===== src/rtl/core_sequencer.sv =====
// Multi-cycle instruction sequencer: FETCH/DECODE/EXECUTE/WRITEBACK control with
// fetch timeout, illegal-opcode and ECALL halting, and a saturating retired-instruction counter.
module core_sequencer #(
    parameter logic [31:0] RESET_PC      = 32'h0000_0000,
    parameter int          FETCH_TIMEOUT = 16
) (
    input  logic        clk,
    input  logic        reset,
    input  logic        run,
    output logic        imem_req,
    output logic [31:0] imem_addr,
    input  logic        imem_ack,
    input  logic [31:0] imem_rdata,
    output logic [31:0] instr,
    output logic        alu_en,
    output logic        rf_we,
    output logic        halted,
    output logic [1:0]  fault_code,
    output logic [31:0] retired
);

    typedef enum logic [2:0] {
        S_IDLE,
        S_FETCH,
        S_DECODE,
        S_EXECUTE,
        S_WRITEBACK,
        S_HALT
    } state_t;

    localparam logic [31:0] ECALL_WORD   = 32'h0000_0073;
    localparam logic [7:0]  TIMEOUT_LAST = 8'(FETCH_TIMEOUT - 1);

    state_t      r_state;
    logic [31:0] r_pc;
    logic [31:0] r_instr;
    logic [31:0] r_retired;
    logic [1:0]  r_fault;
    logic [7:0]  r_tcnt;

    logic w_legal;
    assign w_legal = (r_instr[6:0] == 7'b0110011) || (r_instr[6:0] == 7'b0010011);

    always_ff @(posedge clk or posedge reset) begin
        if (reset) begin
            r_state   <= S_IDLE;
            r_pc      <= RESET_PC;
            r_instr   <= 32'h0;
            r_retired <= 32'h0;
            r_fault   <= 2'b00;
            r_tcnt    <= 8'h0;
        end else begin
            case (r_state)
                S_IDLE: begin
                    if (run) begin
                        r_state <= S_FETCH;
                        r_tcnt  <= 8'h0;
                    end
                end
                S_FETCH: begin
                    // An ack on the last permitted cycle still wins over the timeout.
                    if (imem_ack) begin
                        r_instr <= imem_rdata;
                        r_state <= S_DECODE;
                    end else if (r_tcnt == TIMEOUT_LAST) begin
                        r_state <= S_HALT;
                        r_fault <= 2'b10;
                    end else begin
                        r_tcnt <= r_tcnt + 8'h1;
                    end
                end
                S_DECODE: begin
                    if (r_instr == ECALL_WORD) begin
                        r_state <= S_HALT;
                    end else if (w_legal) begin
                        r_state <= S_EXECUTE;
                    end else begin
                        r_state <= S_HALT;
                        r_fault <= 2'b01;
                    end
                end
                S_EXECUTE: begin
                    r_state <= S_WRITEBACK;
                end
                S_WRITEBACK: begin
                    r_pc <= r_pc + 32'd4;
                    if (r_retired != 32'hFFFF_FFFF) begin
                        r_retired <= r_retired + 32'd1;
                    end
                    if (run) begin
                        r_state <= S_FETCH;
                        r_tcnt  <= 8'h0;
                    end else begin
                        r_state <= S_IDLE;
                    end
                end
                S_HALT: begin
                    r_state <= S_HALT;
                end
                default: begin
                    r_state <= S_IDLE;
                end
            endcase
        end
    end

    assign imem_req   = (r_state == S_FETCH);
    assign imem_addr  = r_pc;
    assign instr      = r_instr;
    assign alu_en     = (r_state == S_EXECUTE);
    assign rf_we      = (r_state == S_WRITEBACK) && (r_instr[11:7] != 5'd0);
    assign halted     = (r_state == S_HALT);
    assign fault_code = r_fault;
    assign retired    = r_retired;

endmodule


===== config.mk =====
export PLATFORM = sky130hd
export DESIGN_NAME = core_sequencer
export DESIGN_NICKNAME = d
export VERILOG_FILES = /design/src/rtl/core_sequencer.sv
export SDC_FILE = /design/constraint.sdc
export NUM_CORES = 1
export LEC_CHECK = 0
export CORE_MARGIN = 5
export CORE_UTILIZATION = 35
export CTS_CLUSTER_SIZE = 10
export DETAILED_ROUTE_END_ITERATION = 8
export DONT_BUFFER_PORTS = 1
export GPL_ROUTABILITY_DRIVEN = 0
export PLACE_DENSITY = 0.53
export SYNTH_ARGS = -nofsm -noshare
export SYNTH_HDL_FRONTEND = slang
export SYNTH_SLANG_ARGS = --single-unit

===== constraint.sdc =====
create_clock -name clk -period 2.8 [get_ports clk]
set_input_delay 0.14 -clock clk [delete_from_list [all_inputs] [get_ports clk]]
set_output_delay 0.14 -clock clk [all_outputs]
set_load 0.005 [all_outputs]

### After elaboration in Yosys (flattened, before gate mapping)

Cells that the tools add are included.

* register bits: 109
* output and inout port bits: 102
* word-level logic and storage cells: 55

* $add $sub $neg: 3
* equality and inequality tests: 18
* muxes and demuxes: 16
* reductions and logical operators: 12

Operators with widths (count)
* adder 32 x 1 -> 32 bit (second input constant): 1
* adder 32 x 3 -> 32 bit (second input constant): 1
* equality test 32 x 7 -> 1 bit (second input constant): 1
* != test 32 bit (second input constant): 1
* 2-to-1 mux 8 bit: 3
* case mux 3 bit (6 select lines): 1
* case mux 8 bit (2 select lines): 1
* 2-to-1 mux 3 bit: 5
* != test 2 bit (second input constant): 5
* adder 8 x 1 -> 8 bit (second input constant): 1
* equality test 8 x 4 -> 1 bit (second input constant): 1
* 2-to-1 mux 2 bit: 4
* equality test 7 x 5 -> 1 bit (second input constant): 1
* equality test 7 x 6 -> 1 bit (second input constant): 1
* equality test 3 x 2 -> 1 bit (second input constant): 2
* equality test 3 bit (second input constant): 2
* AND reduction 2 bit: 3
* AND reduction 5 bit: 1
* nonzero test 5 bit: 1
* != test 2 x 1 -> 1 bit (second input constant): 2
* case mux 2 bit (2 select lines): 1
* AND reduction 4 bit: 1
* nonzero test 2 bit: 2
* equality test 3 x 1 -> 1 bit (second input constant): 1
* other kinds (6): 6

### Longest topological paths before layout

* depth in word-level cells: 5
* depth in mapped cells: 7

### Least setup slack after synthesis

Ideal clock, no wire load.

* path kind: reg-to-reg
* from: register r_tcnt[0]
* to: register r_tcnt[3]
* data arrival time: 1.936 ns
* data required time: 2.731 ns
* slack: 0.795 ns
* cell stages (with the launch flop): 8
* period minus slack after synthesis: 2.005 ns
* cells stage by stage: dfrtp_1 -> ha_1 -> and3_1 -> clkbuf_1 -> a2111oi_1 -> nand4_1 -> or3_1 -> nand3_1

* cells in the longest elaborated chain, start to end: 4
* elaborated cells between the ends (all ways): 7

Ends and longest elaborated chain
* start, declared: RTL line 39 `logic [7:0] r_tcnt;`
* start signal, assigned: RTL line 69 `r_tcnt <= r_tcnt + 8'h1;`
* adder 8 x 1 -> 8 bit: RTL line 69
* 2-to-1 mux 8 bit: RTL line 65 `end else if (r_tcnt == TIMEOUT_LAST) begin`
* 2-to-1 mux 8 bit: RTL line 62 `if (imem_ack) begin`
* case mux 8 bit (2 select lines): RTL line 53 `case (r_state)`

Several ways; a longest one is shown, not always the timed one. The select of a mux whose other input is x is not followed.
A chain may end at the register's enable or synchronous reset.

### Worst setup path after layout

* from: register r_tcnt[0]
* to: register r_tcnt[7]

The elaborated chain is that of the path after synthesis.

==> summary.md <==
| Metric | Value |
|---|---|
| Number of global-route vias before repair | 3664 |
| RSZ-0062 raised after global routing | false |
| Ys async rst share | 100% |
| Layout cells sized above 1 | 13.4% |
| Mapped cell area | 4920 um2 |
| Area post-placement | 5120 um2 |
| Register-to-register setup slack | 0.62 ns |
| Antenna diode count | 0 |
| Util after Layout | 41.8% |
| Min-delay worst type | primary input to flop |
| Outcome | completed |
| CP Max Fanout | 7 |
| Buffers on Ports | 0 |
| Mapped Cells | 433 |
| Worst IR drop on VDD | 0.515 mV |
| Via density | 5.26 |
| Vias post-DR | 3455 |
| Synth warn | 0 |
| Max Slew Vio Count | 0 |
| Clk pin slew, worst setup/hold paths | 0.07 ns |
| Final setup violation count | 0 |
| Syn_area_per_cell | 11.4 um2 |
| Dpl hpwl | 8.36 mm |
| Leakage | 0.00245 uW |
| Tightest Pin Transition | 0.657 ns |
| Crit path largest cell delay | 0.56 ns |
| CTS tree | built |
| Design Area, Final | 5780 um2 |
| Layout area overhead | 17.4% |
| Clk buf depth | 2 |
| Die Width | 129 um |
| Average routed wire per standard cell | 17.7 um |
| Root Buffer | clkbuf_16 |
| Number of synthesized flops with an enable pin | 0 |
| Crit-path cells | ha_1 > and3_1 > a2111oi_1 > a21oi_1 > nor2_1 > a31oi_1 |
| Final worst-path cycle share | 77.8% |
| First-pass GRT wire length | 19.0 mm |
| Top-area cell type share of the netlist area | 54.4% |
| Clk Latency, worst-skew pair | 0.35 ns |
| Seq/Total Area, Yosys | 54.4% |
| Row count | 43 |
| Drt total wl | 11.6 mm |
| Setup TNS | 0 ns |
| CP max stage cell | a2111oi_1 |
| GRT Overall Usage | 14.5% |
| Sink Count | 107 |
| Gr ovfl total | 0 |
| Max cap viols | 0 |
| Cell variety after synth | 50 |
| Drt initial violations | 186 |
| Minimum clock period | 2.18 ns |
| Dominant synthesized flop cell | dfrtp_1 |
| Startpoint types | flop |
| Routed Antenna Nets | 0 |
| Worst EP arrival | 2.39 ns |
| CP endpoint kind | flop |
| Initial antenna violation count | 0 |
| H-tree Lvls | 3 |
| Die H | 129 um |
| Starting density of the core | 35.6% |
| Ports | 138 |
| Final #Nets | 511 |
| Slew headroom | 55.8% |
| Post-cts sizing count | 0 |
| Max Freq | 459 MHz |
| Die Footprint | 16500 um2 |
| Largest net degree at the start of global routing | 52 |
| Critical path type | flop to flop |
| Core ar. | 13800 um2 |
| Fin Clk Skew | 0.00660 ns |
| Pre-antenna DRT Iters | 4 |
| Num CTS Buffers | 9 |
| Flops & latches, synth | 107 |
| Worst path required time | 3.01 ns |
| Pwr Density | 805 nW/um2 |
| Final hold vios | 0 |
| Cell taking the most area after synthesis | dfrtp_1 |
| Drt drc | 0 |
| Top post-synthesis cells by area | dfrtp_1 54%, xnor2_1 7.5%, mux2_2 7.1% |
[state kept, by name, summed over array words and instances, names as in the netlist]
| name | cells |
|---|---|
| fault_code | 2 |
| imem_addr | 30 |
| instr | 32 |
| r_tcnt | 8 |
| retired | 32 |
| r_state | 3 |
[worst max-delay path: cells and delay by family (launching register included)]
family	cells	cell delay [ns]
flops	1	0.43
simple gates	2	0.58
compound gates	3	0.79
fa+ha+maj	1	0.25
[where the power goes]
group          switching, uW  total, uW  leakage (uW)  internal (uW)
Sequential               508       2410       0.00140           1900
Combinational            431        907      0.000904            476
Clock                    551       1330      0.000150            782
[Yosys cell counts, drive strengths merged (2+ instances only)]
cell type  number
dfrtp         107
a31oi          11
o21ai           7
nor4b           3
mux2           34
a211oi          2
and2            2
or2             2
buf             9
xor2           16
inv            10
a21oi           6
nand3          24
nor3b           2
and3           15
nand2          34
xnor2          42
or3             2
nand2b          4
and4            4
or4             3
nor2           32
nor3            7
nor2b           2
clkbuf          4
nor4            8
ha              3
nand4          27
[kinds of logic after synthesis]
group	Yosys count	synth area share, %
adder cells (fa/ha/maj)	3	0.763
XOR/XNOR	58	10.3
AO/OA/AOI/OAI	34	4.81
multiplexers	35	7.99
other	1	0.0762
AND/OR/NAND/NOR	172	19.1
buffers and inverters	23	2.47
flip-flops	107	54.4
[what timing repair did]
action,in CTS,in global routing
setup buffers,0,0
hold buffers,34,0
hold endpoints to repair,54,0
[per-stage QoR]
step	hold slack [ns]	setup slack, ns	std cells	power, uW
global placement	0.0539	0.664	607	3280
detailed placement	0.0583	0.622	607	3310
global route	0.0756	0.381	657	4960
CTS	0.0276	0.606	657	4720
finish	0.0516	0.622	657	4650
floorplan	0.250	0.795	434	3010
[cells in the final DEF (no fill, tap or decap), drive strengths merged, types with 3 or more instances in the layout]
cell         count
o21ai            7
nor3             7
and4             4
xor2            16
inv              9
a31oi           11
nand4           27
nand2           34
or4              3
dlygate4sd3     34
dfrtp          107
nor2            32
clkbuf          11
nand2b           4
nor4             8
ha               3
xnor2           42
and3            15
mux2            34
nand3           24
buf              6
a21oi            6
nor4b            3
[path summary, 6_finish.rpt]
kind	start	endpoint	depth (start not counted)
worst min-delay path	run	r_tcnt[3]$_DFFE_PP0P_	3
worst max register to register	r_tcnt[0]$_DFFE_PP0P_	r_tcnt[7]$_DFFE_PP0P_	6
max in group asynchronous	reset	imem_addr[11]$_DFFE_PP0P_	3
min in group asynchronous	reset	instr[17]$_DFFE_PP0P_	2
worst min register to register	imem_addr[31]$_DFFE_PP0P_	imem_addr[31]$_DFFE_PP0P_	1
worst max-delay path	r_tcnt[0]$_DFFE_PP0P_	r_tcnt[7]$_DFFE_PP0P_	6
[cell type report]
cell class,count,area (um2)
sequential,107,2680
tap,180,225
clock buffer,11,233
multi-input combinational,304,2120
clock inverter,5,77.6
timing repair buffer,40,398
inverter,10,41.3
fill,1302,8050
[layer usage]
layer / global-route usage, % / share of wire [%] / up-vias
met2: 23.1 / 46 / 146
li1: - / - / 1617
met3: 7.76 / 12 / 19
met5: 0 / 0 / -
met1: 16.5 / 40 / 1673
met4: 5.74 / 2.5 / 0
Note: power is estimated with default switching activity, not from simulation.
